===== config.mk =====
export PLATFORM = sky130hd
export DESIGN_NAME = i2c_command_scheduler_flat
export DESIGN_NICKNAME = d
export VERILOG_FILES = /design/src/rtl/i2c_command_scheduler_if.sv /design/src/rtl/i2c_command_scheduler.sv /design/src/flat_wrapper.sv
export SDC_FILE = /design/constraint.sdc
export NUM_CORES = 1
export LEC_CHECK = 0
export CORE_UTILIZATION = 49
export CTS_BUF_LIST = sky130_fd_sc_hd__clkbuf_4 sky130_fd_sc_hd__clkbuf_8 sky130_fd_sc_hd__clkbuf_16
export DETAILED_ROUTE_END_ITERATION = 6
export GPL_ROUTABILITY_DRIVEN = 1
export PLACE_DENSITY = 0.8
export SLEW_MARGIN = 20
export SYNTH_ARGS = -nofsm -noshare
export SYNTH_HDL_FRONTEND = slang
export SYNTH_SLANG_ARGS = --single-unit

===== constraint.sdc =====
create_clock -name clk -period 2.7 [get_ports clk]
set_clock_uncertainty 0.2 [all_clocks]
set_input_delay 0.54 -clock clk [delete_from_list [all_inputs] [get_ports clk]]
set_output_delay 0.54 -clock clk [all_outputs]
set_load 0.005 [all_outputs]

===== src/rtl/i2c_command_scheduler_if.sv =====
// Requester handshakes and transmitter command bus for i2c_command_scheduler.
// The scheduler connects through the slave modport; requesters and the bench use the master modport.
interface i2c_command_scheduler_if;
   logic        req0;
   logic [7:0]  req0_register;
   logic [15:0] req0_data;
   logic        ack0;
   logic        done0;
   logic        req1;
   logic [7:0]  req1_register;
   logic [15:0] req1_data;
   logic        ack1;
   logic        done1;
   logic        send_i2c;
   logic [7:0]  i2c_register;
   logic [15:0] i2c_data;
   logic        busy;
   logic        init_done;

   modport slave (
      input  req0, req0_register, req0_data, req1, req1_register, req1_data,
      output ack0, done0, ack1, done1, send_i2c, i2c_register, i2c_data, busy, init_done
   );

   modport master (
      output req0, req0_register, req0_data, req1, req1_register, req1_data,
      input  ack0, done0, ack1, done1, send_i2c, i2c_register, i2c_data, busy, init_done
   );
endinterface


===== src/rtl/i2c_command_scheduler.sv =====
// Replays the camera init table, then shares the feedback-less I2C transmitter between
// two round-robin requesters, timing each write window purely by cycle count.
module i2c_command_scheduler #(
   parameter int unsigned TXN_CYCLES  = 450000,
   parameter int unsigned GAP_CYCLES  = 10000,
   parameter bit          ENABLE_INIT = 1'b1
) (
   input  logic                   clk,
   input  logic                   reset_n,
   i2c_command_scheduler_if.slave bus
);

   typedef enum logic [1:0] {S_INIT_ISSUE, S_IDLE, S_HOLD, S_GAP} state_t;
   typedef enum logic [1:0] {OWN_INIT, OWN_REQ0, OWN_REQ1} owner_t;

   localparam state_t      RESET_STATE = state_t'(ENABLE_INIT ? S_INIT_ISSUE : S_IDLE);
   localparam logic [19:0] TXN_LAST    = 20'(TXN_CYCLES - 1);
   localparam logic [19:0] GAP_LAST    = 20'(GAP_CYCLES - 1);

   state_t      state_q, state_d;
   owner_t      owner_q, owner_d;
   logic [2:0]  idx_q, idx_d;
   logic [19:0] cnt_q, cnt_d;
   logic        rr_last_q, rr_last_d;
   logic        send_q, send_d;
   logic [7:0]  reg_q, reg_d;
   logic [15:0] data_q, data_d;
   logic        ack0_q, ack0_d;
   logic        ack1_q, ack1_d;
   logic        done0_q, done0_d;
   logic        done1_q, done1_d;
   logic        init_done_q, init_done_d;

   logic [7:0]  tbl_reg;
   logic [15:0] tbl_data;
   logic        grant0, grant1;

   always_comb begin
      tbl_reg  = 8'h00;
      tbl_data = 16'h0000;
      case (idx_q)
         3'd0: begin tbl_reg = 8'h23; tbl_data = 16'h0033; end
         3'd1: begin tbl_reg = 8'h22; tbl_data = 16'h0033; end
         3'd2: begin tbl_reg = 8'h04; tbl_data = 16'h09FF; end
         3'd3: begin tbl_reg = 8'h03; tbl_data = 16'h077F; end
         3'd4: begin tbl_reg = 8'h01; tbl_data = 16'h0038; end
         3'd5: begin tbl_reg = 8'h20; tbl_data = 16'h0060; end
         3'd6: begin tbl_reg = 8'h1E; tbl_data = 16'h4146; end
         default: begin tbl_reg = 8'h0A; tbl_data = 16'h8000; end
      endcase
   end

   // On a tie the requester that was not granted last wins.
   assign grant0 = bus.req0 & (~bus.req1 | rr_last_q);
   assign grant1 = bus.req1 & (~bus.req0 | ~rr_last_q);

   always_comb begin
      state_d     = state_q;
      owner_d     = owner_q;
      idx_d       = idx_q;
      cnt_d       = cnt_q + 20'd1;
      rr_last_d   = rr_last_q;
      send_d      = send_q;
      reg_d       = reg_q;
      data_d      = data_q;
      ack0_d      = 1'b0;
      ack1_d      = 1'b0;
      done0_d     = 1'b0;
      done1_d     = 1'b0;
      init_done_d = init_done_q;

      case (state_q)
         S_INIT_ISSUE: begin
            reg_d   = tbl_reg;
            data_d  = tbl_data;
            send_d  = 1'b1;
            cnt_d   = '0;
            owner_d = OWN_INIT;
            state_d = S_HOLD;
         end
         S_IDLE: begin
            send_d = 1'b0;
            cnt_d  = '0;
            if (grant0) begin
               reg_d     = bus.req0_register;
               data_d    = bus.req0_data;
               ack0_d    = 1'b1;
               rr_last_d = 1'b0;
               send_d    = 1'b1;
               owner_d   = OWN_REQ0;
               state_d   = S_HOLD;
            end else if (grant1) begin
               reg_d     = bus.req1_register;
               data_d    = bus.req1_data;
               ack1_d    = 1'b1;
               rr_last_d = 1'b1;
               send_d    = 1'b1;
               owner_d   = OWN_REQ1;
               state_d   = S_HOLD;
            end
         end
         S_HOLD: begin
            if (cnt_q == TXN_LAST) begin
               send_d  = 1'b0;
               cnt_d   = '0;
               state_d = S_GAP;
            end
         end
         S_GAP: begin
            send_d = 1'b0;
            if (cnt_q == GAP_LAST) begin
               cnt_d = '0;
               case (owner_q)
                  OWN_INIT: begin
                     if (idx_q == 3'd7) begin
                        init_done_d = 1'b1;
                        state_d     = S_IDLE;
                     end else begin
                        idx_d   = idx_q + 3'd1;
                        state_d = S_INIT_ISSUE;
                     end
                  end
                  OWN_REQ0: begin
                     done0_d = 1'b1;
                     state_d = S_IDLE;
                  end
                  OWN_REQ1: begin
                     done1_d = 1'b1;
                     state_d = S_IDLE;
                  end
                  default: state_d = S_IDLE;
               endcase
            end
         end
         default: state_d = RESET_STATE;
      endcase
   end

   always_ff @(posedge clk or negedge reset_n) begin
      if (!reset_n) begin
         state_q     <= RESET_STATE;
         owner_q     <= OWN_INIT;
         idx_q       <= '0;
         cnt_q       <= '0;
         rr_last_q   <= 1'b1;
         send_q      <= 1'b0;
         reg_q       <= '0;
         data_q      <= '0;
         ack0_q      <= 1'b0;
         ack1_q      <= 1'b0;
         done0_q     <= 1'b0;
         done1_q     <= 1'b0;
         init_done_q <= ~ENABLE_INIT;
      end else begin
         state_q     <= state_d;
         owner_q     <= owner_d;
         idx_q       <= idx_d;
         cnt_q       <= cnt_d;
         rr_last_q   <= rr_last_d;
         send_q      <= send_d;
         reg_q       <= reg_d;
         data_q      <= data_d;
         ack0_q      <= ack0_d;
         ack1_q      <= ack1_d;
         done0_q     <= done0_d;
         done1_q     <= done1_d;
         init_done_q <= init_done_d;
      end
   end

   assign bus.send_i2c     = send_q;
   assign bus.i2c_register = reg_q;
   assign bus.i2c_data     = data_q;
   assign bus.ack0         = ack0_q;
   assign bus.ack1         = ack1_q;
   assign bus.done0        = done0_q;
   assign bus.done1        = done1_q;
   assign bus.busy         = (state_q != S_IDLE);
   assign bus.init_done    = init_done_q;

endmodule

===== src/flat_wrapper.sv =====
// flat-port wrapper written by rule: the top's interface ports become plain ports
module i2c_command_scheduler_flat 
#(
   parameter int unsigned TXN_CYCLES  = 450000,
   parameter int unsigned GAP_CYCLES  = 10000,
   parameter bit          ENABLE_INIT = 1'b1
)
  (clk, reset_n, bus_req0, bus_req0_register, bus_req0_data, bus_req1, bus_req1_register, bus_req1_data, bus_ack0, bus_done0, bus_ack1, bus_done1, bus_send_i2c, bus_i2c_register, bus_i2c_data, bus_busy, bus_init_done);
  i2c_command_scheduler_if bus_i ();
  input  logic clk;
  input  logic reset_n;
  input wire logic [$bits(bus_i.req0)-1:0] bus_req0;
  input wire logic [$bits(bus_i.req0_register)-1:0] bus_req0_register;
  input wire logic [$bits(bus_i.req0_data)-1:0] bus_req0_data;
  input wire logic [$bits(bus_i.req1)-1:0] bus_req1;
  input wire logic [$bits(bus_i.req1_register)-1:0] bus_req1_register;
  input wire logic [$bits(bus_i.req1_data)-1:0] bus_req1_data;
  output wire logic [$bits(bus_i.ack0)-1:0] bus_ack0;
  output wire logic [$bits(bus_i.done0)-1:0] bus_done0;
  output wire logic [$bits(bus_i.ack1)-1:0] bus_ack1;
  output wire logic [$bits(bus_i.done1)-1:0] bus_done1;
  output wire logic [$bits(bus_i.send_i2c)-1:0] bus_send_i2c;
  output wire logic [$bits(bus_i.i2c_register)-1:0] bus_i2c_register;
  output wire logic [$bits(bus_i.i2c_data)-1:0] bus_i2c_data;
  output wire logic [$bits(bus_i.busy)-1:0] bus_busy;
  output wire logic [$bits(bus_i.init_done)-1:0] bus_init_done;
  assign bus_i.req0 = bus_req0;
  assign bus_i.req0_register = bus_req0_register;
  assign bus_i.req0_data = bus_req0_data;
  assign bus_i.req1 = bus_req1;
  assign bus_i.req1_register = bus_req1_register;
  assign bus_i.req1_data = bus_req1_data;
  assign bus_ack0 = bus_i.ack0;
  assign bus_done0 = bus_i.done0;
  assign bus_ack1 = bus_i.ack1;
  assign bus_done1 = bus_i.done1;
  assign bus_send_i2c = bus_i.send_i2c;
  assign bus_i2c_register = bus_i.i2c_register;
  assign bus_i2c_data = bus_i.i2c_data;
  assign bus_busy = bus_i.busy;
  assign bus_init_done = bus_i.init_done;
  i2c_command_scheduler #(.TXN_CYCLES(TXN_CYCLES), .GAP_CYCLES(GAP_CYCLES), .ENABLE_INIT(ENABLE_INIT)) u_core (.clk(clk), .reset_n(reset_n), .bus(bus_i));
endmodule

---- Word level (Yosys, flattened, before mapping) ----
Index checks and enable logic that the tools add are counted.
word-level totals
  register bits after elaboration ......... 58
  word-level logic and storage cells ...... 89
  output and inout bits ................... 31
  bits of input ports ..................... 52
operators by class
  eq/ne operators ......................... 18
  muxes and demuxes ....................... 36
  bitwise logic cells ..................... 8
  add/subtract/negate cells ............... 2
  reductions and logical operators ........ 12
operators by type and width
  operator                                         count
  case mux 16 bit (6 select lines)                 1
  case mux 20 bit (3 select lines)                 1
  case mux 6 bit (7 select lines)                  1
  2-to-1 mux 20 bit                                2
  2-to-1 mux 16 bit                                2
  case mux 16 bit (2 select lines)                 1
  adder 20 x 1 -> 20 bit, second input constant    1
  == test 20 x 14 -> 1 bit, second input constant  1
  == test 20 x 19 -> 1 bit, second input constant  1
  2-to-1 mux 1 bit                                 17
  2-to-1 mux 8 bit                                 2
  case mux 8 bit (2 select lines)                  1
  == test 3 bit, second input constant             4
  2-to-1 mux 2 bit                                 5
  case mux 2 bit (4 select lines)                  1
  AND reduction 4 bit                              2
  == test 2 bit, second input constant             3
  == test 3 x 2 -> 1 bit, second input constant    2
  != test 2 x 1 -> 1 bit, second input constant    3
  == test 2 x 1 -> 1 bit, second input constant    2
  logical NOT 2 bit                                2
  NOT 1 bit                                        4
  case mux 1 bit (4 select lines)                  1
  case mux 2 bit (2 select lines)                  1
  10 further kinds                                 15

---- Depth between registers and ports, before layout ----
Gate-level depths: netlist of run 1.
  depth after elaboration ................. 6
  mapped depth ............................ 7
  mapped depth without buffers ............ 6

---- Worst setup path before layout of run 1 ----
No wires, ideal clock.
  path kind ............................... register -> register
  start point ............................. reg u_core.idx_q[2]
  end point ............................... reg u_core.data_q[1], in the netlist u_core.bus.i2c_data[1]
  arrival time ............................ 1.727 ns
  library setup time ...................... 0.130 ns
  path buffers ............................ 1
  period minus slack after synthesis ...... 2.057 ns
  slack ................................... 0.643 ns
  cell stages (with the launch flop) ...... 8
  data required time ...................... 2.370 ns
  path through ............................ dfrtp_1 -> clkbuf_1 -> inv_1 -> ha_1 -> a2111oi_0 -> o22ai_1 -> a21oi_1 -> a21oi_1
on the way
  longest elaborated chain between the ends .. 4
  elaborated cells between the ends (all ways) .. 10
  classes of those cells .................. eq/ne: 6; mux: 2; reduce/logical: 2
ends and longest elaborated chain
  item                                                         line                          source
  start, declared                                              i2c_command_scheduler.sv:22   logic [2:0] idx_q, idx_d;
  start signal, assigned                                       i2c_command_scheduler.sv:157  idx_q <= idx_d;
  == test 3 x 1 -> 1 bit or logical NOT 3 bit (tied branches)  i2c_command_scheduler.sv:41   case (idx_q)
  OR reduction 2 bit (no line)                                 n/a
  case mux 16 bit (6 select lines) *                           i2c_command_scheduler.sv:41
  case mux 16 bit (2 select lines) *                           i2c_command_scheduler.sv:72   case (state_q)
  end signal, assigned                                         i2c_command_scheduler.sv:162  data_q <= data_d;
  end, declared                                                i2c_command_scheduler.sv:27   logic [15:0] data_q, data_d;
Mark *: on every way between the ends. The rest lies on a longest branch, timed or not.
A chain may end at the register's enable or synchronous reset.

---- Worst setup path in the final report of run 1 ----
  start point ............................. reg u_core.state_q[0]
  end point ............................... out bus_busy
on the way
  longest elaborated chain between the ends .. 1
ends and longest elaborated chain
  item                    line                          source
  start, declared         i2c_command_scheduler.sv:20   state_t state_q, state_d;
  start signal, assigned  i2c_command_scheduler.sv:155  state_q <= state_d;
  != test 2 x 1 -> 1 bit  i2c_command_scheduler.sv:178  assign bus.busy = (state_q != S_IDLE);
  end, declared           flat_wrapper.sv:25            output wire logic [$bits(bus_i.busy)-1:0] bus_busy;
Every way passes these cells.

==> impl_results.md, run 1 <==
- Outcome: finished, final reports clean
- DRC Markers: 0
- Setup TNS: 0 ns
- Crit. End Element: output pin
- Via/cell ratio: 5.77
- CTS tree: yes
- Share of the synthesized area in the top cell type: 44.1%
- FFs w/ async S/R, synth: 100%
- Worst EP required: 1.96 ns
- RSZ-0062 raised after global routing: no
- Overflow after GRT: 0
- H-tree depth: 3
- Final Hold Fails: 0
- Fill count: 502
- Mapped Cells: 345
- Synthesized area: 3240 um2
- Vias in the first global route: 2881
- N_diodes: 0
- MaxCap Viol Count: 0
- Syn Nets: 405
- Yosys warning total: 0
- DR pass1 iterations: 4
- Worst Hold Class: reg -> reg
- Max Clk Rate: 0.431 GHz
- Leakage power total: 1.87 nW
- Period utilisation layout: 86.0%
- Routed Antenna Nets: 0
- Core area: 6350 um2
- Startpoint types: flop
- Final setup violation count: 0
- DP Wirelength: 5860 um
- Avg Synthesized Cell Area: 9.38 um2
- Share of layout cells above drive strength 1: 9.20%
- Top_reg_cell synth: dfrtp_1
- Maximum number of pins on one net before global-route repair: 59
- DRT iter0 DRCs: 230
- Max incr delay on CP: 0.51 ns
- Num CTS Buffers: 9
- Power Total: 2.16 mW
- Number of library cell types mapped by synthesis: 49
- Number of synthesized register bits: 58
- Slew HR: 71.4%
- Maximum vdd drop: 0.396 mV
- First-pass GRT wire length: 13900 um
- Worst-Margin Slew: 0.426 ns
- GP Congestion: 0.854
- IO buf count: 82
- CTS Buffer Depth: 2
- Clk slew on worst S/H paths: 0.07 ns
- Setup Fix Bufs, Post-CTS: 0
- Die extent in x: 83.3 um
- Area leader, netlist: dfrtp_1
- Cell Area, Placed: 4170 um2
- Min Tclk post-route: 2.32 ns
- Final nets: 490
- PwrDens: 497 nW/um2
- Detailed-route via count: 2956
- Finished Cell Area: 4360 um2
- Drt total wl: 8380 um
- I/O pin count: 83
- Clk sinks: 58
- Synth-to-Final Area Change: 34.7%
- Critical-path maximum fanout: 7
- Die Y: 83.3 um
- Site Rows: 29
- Critical path class: reg -> out
- Initial antenna violation count: 0
- Initial Utilization: 51.0%
- Clock Latency Late Sink: 0.35 ns
- Synth area leaders: dfrtp_1 44%, and3_1 4.4%, a21oi_1 3.9%
- Post-synth EDFFs: 0
- GRT Overall Usage: 25.2%
- Die area: 6930 um2
- Sequential fraction of the synthesis area: 44.9%
- Root Buffer: clkbuf_8
- Crit path max-delay cell type: clkdlybuf4s50_1
- Max-slew violation count: 0
- Cell chain of the critical path: nor2b_1 > inv_1 > clkdlybuf4s50_1
- WL/cell: 16.4 um
- Crit path DAT: 1.58 ns
-- worst paths after layout --
path                                             startpoint                                   to  slack (ns)  cells after the start
max                           u_core.state_q[0]$_DFFE_PN0P_                             bus_busy        0.38                      3
min                        u_core.bus.init_done$_DFFE_PN0P_     u_core.bus.init_done$_DFFE_PN0P_        0.28                      1
max reg2reg                     u_core.idx_q[2]$_DFFE_PN0P_   u_core.bus.i2c_data[1]$_DFFE_PN0P_        0.41                      6
min reg2reg                u_core.bus.init_done$_DFFE_PN0P_     u_core.bus.init_done$_DFFE_PN0P_        0.28                      1
max in group asynchronous                           reset_n         u_core.rr_last_q$_DFFE_PN1P_        1.46                      3
min in group asynchronous                           reset_n  u_core.bus.i2c_data[12]$_DFFE_PN0P_        0.55                      3
-- metrics by stage --
stage | util (%) | hold WS (ns) | setup slack, ns | cells
floorplan | - | 0.0444 | 0.643 | 345
global placement | 65.6 | 0.259 | 0.352 | 495
detailed placement | 65.6 | 0.267 | 0.298 | 495
CTS | 68.6 | 0.283 | 0.366 | 512
global route | 68.6 | 0.308 | 0.197 | 512
finish | 68.6 | 0.280 | 0.379 | 512
-- placed cells by master, fill, tap and decap left out, types with 6 or more instances in the layout --
| cell type | count |
|---|---|
| nor2_1 | 18 |
| buf_4 | 12 |
| o21ai_0 | 16 |
| dfrtp_1 | 57 |
| nor3_1 | 8 |
| xnor2_1 | 10 |
| a211oi_1 | 16 |
| inv_1 | 10 |
| nand3_1 | 6 |
| clkdlybuf4s50_1 | 81 |
| or3_1 | 6 |
| ha_1 | 8 |
| o31ai_1 | 16 |
| a21oi_1 | 25 |
| and3_1 | 23 |
| a21boi_0 | 7 |
| clkbuf_8 | 10 |
| nand2_1 | 33 |
| nor4_1 | 6 |
-- routing by layer --
layer	wire length (um)	vias up	global-route usage, %
li1	-	1441	-
met1	3780	1397	33.3
met2	3910	107	39.4
met3	563	11	5.86
met4	131	0	11.6
met5	0	-	0
-- cells by family after synthesis --
kind of cell / Yosys count / share of synthesized area (%)
AND/OR/NAND/NOR: 125 / 22.1
AO/OA/AOI/OAI: 103 / 20.6
flip-flops: 58 / 44.9
buffers and inverters: 32 / 3.94
XOR/XNOR: 14 / 3.79
adder cells (fa/ha/maj): 8 / 3.09
multiplexers: 5 / 1.59
-- power by group --
group	switching (mW)	leakage (nW)	internal [mW]	total (mW)
clock	0.374	0.0882	0.357	0.731
combinational	0.153	1.04	0.222	0.375
sequential	0.105	0.738	0.954	1.06
-- cell type report --
| class | instances | area (um2) | share of cell area, % |
|---|---|---|---|
| Clock buffer | 10 | 138 | 3.16 |
| Multi-Input combinational cell | 255 | 1660 | 38.0 |
| Clock inverter | 6 | 42.5 | 0.976 |
| Timing Repair Buffer | 96 | 936 | 21.5 |
| Tap cell | 77 | 96.3 | 2.21 |
| Sequential cell | 58 | 1450 | 33.3 |
| Inverter | 10 | 37.5 | 0.861 |
-- cells in the mapped netlist, drive strengths merged (8+ instances only) --
cell type,n
dfrtp,57
nand2,33
a21oi,25
and3,23
nor2,18
o21ai,17
a211oi,16
o31ai,16
clkbuf,14
inv,10
xnor2,10
buf,8
ha,8
nor3,8
-- what timing repair did --
action,CTS,global route
gates resized for setup,0,0
hold buffers,1,0
hold endpoints to repair,13,0
-- worst max-delay path: cells and delay by family, from the launching register on --
kind / cells / cell delay [ns]
and+or+nand+nor: 1 / 0.17
buffers and inverters: 2 / 0.62
DFF: 1 / 0.44
-- state kept, by name, indices dropped and copies added, names as in the netlist --
signal / cells
u_core.rr_last_q: 1
u_core.bus.init_done: 1
u_core.bus.ack0: 1
u_core.state_q: 2
u_core.cnt_q: 20
u_core.bus.done0: 1
u_core.bus.ack1: 1
u_core.bus.i2c_register: 8
u_core.bus.done1: 1
u_core.owner_q: 2
u_core.bus.i2c_data: 16
u_core.idx_q: 3
u_core.bus.send_i2c: 1
No activity file was read; power rests on OpenSTA's default activity.
==> run 2, diff against run 1 <==
- SLEW_MARGIN: 20 -> 5
==> results of run 2 <==
Same layout as run 1: the final DEF is identical, and so are final timing and power.
==> run 3, diff against run 2 <==
- CELL_PAD_IN_SITES_DETAIL_PLACEMENT: unset -> 2
- CELL_PAD_IN_SITES_GLOBAL_PLACEMENT: unset -> 2
- CORE_UTILIZATION: 49 -> 29
- PLACE_DENSITY: 0.8 -> unset
- PLACE_DENSITY_LB_ADDON: unset -> 0.1
==> run 3 against run 2 <==
Die area rose by 67%. Via count rose by 0.68%. Combinational power rose by 4%. Design area rose by 3.0%. Clock-buffer cell count rose by 1. Core utilization fell by 27 points. Hold slack got worse by 0.27 ns. First-iteration DRC count fell by 61%. Sequential share of layout area fell by 0.96 points. Critical path depth did not move. Fmax fell by 1.1%. Critical path type unchanged. Largest cell class unchanged.
==> impl_results.md, run 3 (synthesized netlist as in run 1, its figures left out) <==
- CTS tree: yes
- Slew HR: 56.0% (-15 points)
- PostCTS Resize Cnt: 0 (unchanged)
- Hold bufs inserted after CTS: 0 (-1)
- DRT iter0 DRCs: 90 (-61%)
- Die extent in x: 108 um (+29%)
- Post-Place Cells: 557 (+13%)
- WL/cell: 17.6 um (+7.2%)
- Share of layout cells above drive strength 1: 9.01% (-0.19 points)
- RSZ-0062 raised after global routing: no
- Most common cell after layout, fill and taps aside: clkdlybuf4s50_1
- I/O pin count: 83 (unchanged)
- Startpoint types: flop
- Max Clk Rate: 0.426 GHz (-1.1%)
- Final setup violation count: 0 (unchanged)
- Outcome: finished, final reports clean
- Buf/Inv on CP: 2 (unchanged)
- Largest register FFs: 20 (unchanged)
- PwrDens: 528 nW/um2 (+6.2%)
- Core area: 10800 um2 (+71%)
- Family with the most delay on the worst path: buffers and inverters
- Initial antenna violation count: 0 (unchanged)
- Cell Count, Final, Fillers Out: 573 (+12%)
- H-tree depth: 3 (unchanged)
- Max-slew violation count: 0 (unchanged)
- Setup TNS: 0 ns (unchanged)
- Top sig layer: met4
- Worst EP required: 1.96 ns (about the same)
- Critical-path maximum fanout: 7 (unchanged)
- Via/cell ratio: 5.19 (-10%)
- Worst-Margin Slew: 0.660 ns (+0.234 ns)
- Fill count: 1187 (+140%)
- Num CTS Buffers: 9 (unchanged)
- DRC Markers: 0 (unchanged)
- Site Rows: 38 (+31%)
- Detailed-route via count: 2976 (+0.68%)
- Crit path DAT: 1.61 ns (+0.03 ns)
- Clock Latency Late Sink: 0.34 ns (about the same)
- Final nets: 488 (-0.41%)
- First-pass GRT wire length: 16700 um (+21%)
- Final Hold Fails: 0 (unchanged)
- DR pass1 iterations: 4 (unchanged)
- Critical path class: reg -> out
- Routed length on met2: 4860 um (+24%)
- IO buf count: 82 (unchanged)
- Synth-to-Final Area Change: 38.7%
- Worst Hold Class: in -> async
- DR WL met3: 421 um (-25%)
- Initial Utilization: 29.8% (-21 points)
- Crit. End Element: output pin
- Most flop-heavy register: u_core.cnt_q
- Root Buffer: clkbuf_8
- GP Congestion: 0.763 (-11%)
- CTS Buffer Depth: 2 (unchanged)
- Crit path max-delay cell type: clkdlybuf4s50_1
- Cell chain of the critical path: nor2b_1 > inv_1 > clkdlybuf4s50_1
- Leakage power total: 1.90 nW (+1.5%)
- Routed Antenna Nets: 0 (unchanged)
- GRT Overall Usage: 18.6% (-6.6 points)
- Min Tclk post-route: 2.35 ns (+0.0256 ns)
- Maximum vdd drop: 0.312 mV (-21%)
- Drt total wl: 10100 um (+20%)
- DP Wirelength: 7320 um (+25%)
- Maximum number of pins on one net before global-route repair: 32 (-46%)
- Die area: 11600 um2 (+67%)
- Die Y: 108 um (+29%)
- Period utilisation layout: 86.9% (+0.95 points)
- Clk sinks: 58 (unchanged)
- Max incr delay on CP: 0.52 ns (about the same)
- Clk slew on worst S/H paths: 0.07 ns (about the same)
- Setup Fix Bufs, Post-CTS: 0 (unchanged)
- Vias in the first global route: 3257 (+13%)
- Metal1 wirelength: 4640 um (+23%)
- Overflow after GRT: 0 (unchanged)
- MaxCap Viol Count: 0 (unchanged)
- N_diodes: 0 (unchanged)
- Commonest non-fill, non-tap cells in the layout: 81 x clkdlybuf4s50_1, 57 x dfrtp_1, 33 x nand2_1, 25 x a21oi_1, 23 x and3_1
[run 3: layout make-up]
type	instances	area, um2	area share [%]
Timing Repair Buffer	94	943	21.0
Multi-Input combinational cell	255	1660	36.9
Tap cell	140	175	3.90
Sequential cell	58	1450	32.4
Inverter	10	37.5	0.837
Clock buffer	11	145	3.23
Clock inverter	5	77.6	1.73
[run 3: worst register-to-register path: stages (launching register included)]
cell	delay (ns)
dfrtp_1	0.54
inv_1	0.19
ha_1	0.34
a2111oi_0	0.45
o22ai_1	0.14
a21oi_1	0.25
a21oi_1	0.11
[run 3: stage by stage]
step	area, um2	setup WS, ns	hold WS [ns]	utilization (%)	total power, mW
floorplan	3240	0.643	0.0444	-	1.24
global placement	4260	0.407	0.260	39.3	1.45
detailed placement	4260	0.323	0.270	39.3	1.47
CTS	4490	0.304	0.0324	41.4	2.41
global route	4490	0.125	0.0517	41.4	2.49
finish	4490	0.354	0.0151	41.4	2.37
[run 3: path summary, 6_finish.rpt]
check                                                       start                                      to  slack (ns)  depth (start not counted)
max reg2reg                           u_core.idx_q[2]$_DFFE_PN0P_      u_core.bus.i2c_data[1]$_DFFE_PN0P_        0.36                          6
min reg2reg                u_core.bus.i2c_register[3]$_DFFE_PN0P_  u_core.bus.i2c_register[3]$_DFFE_PN0P_        0.28                          2
min                                                       reset_n     u_core.bus.i2c_data[12]$_DFFE_PN0P_        0.02                          1
min in group clk           u_core.bus.i2c_register[3]$_DFFE_PN0P_  u_core.bus.i2c_register[3]$_DFFE_PN0P_        0.28                          2
max                                 u_core.state_q[0]$_DFFE_PN0P_                                bus_busy        0.35                          3
max in group asynchronous                                 reset_n              u_core.cnt_q[16]$_DFF_PN0_        1.66                          2
[run 3: per-layer routing]
metal  track usage (%)  vias up
met3              2.97       11
met2              31.5       59
met1              23.9     1478
li1                  -     1428
met4              6.75        0
met5                 0        -
[run 3: power breakdown]
group / switching [mW] / total, mW / leakage [nW] / internal [mW]
sequential: 0.105 / 1.06 / 0.738 / 0.954
clock: 0.365 / 0.917 / 0.113 / 0.552
combinational: 0.167 / 0.391 / 1.05 / 0.224
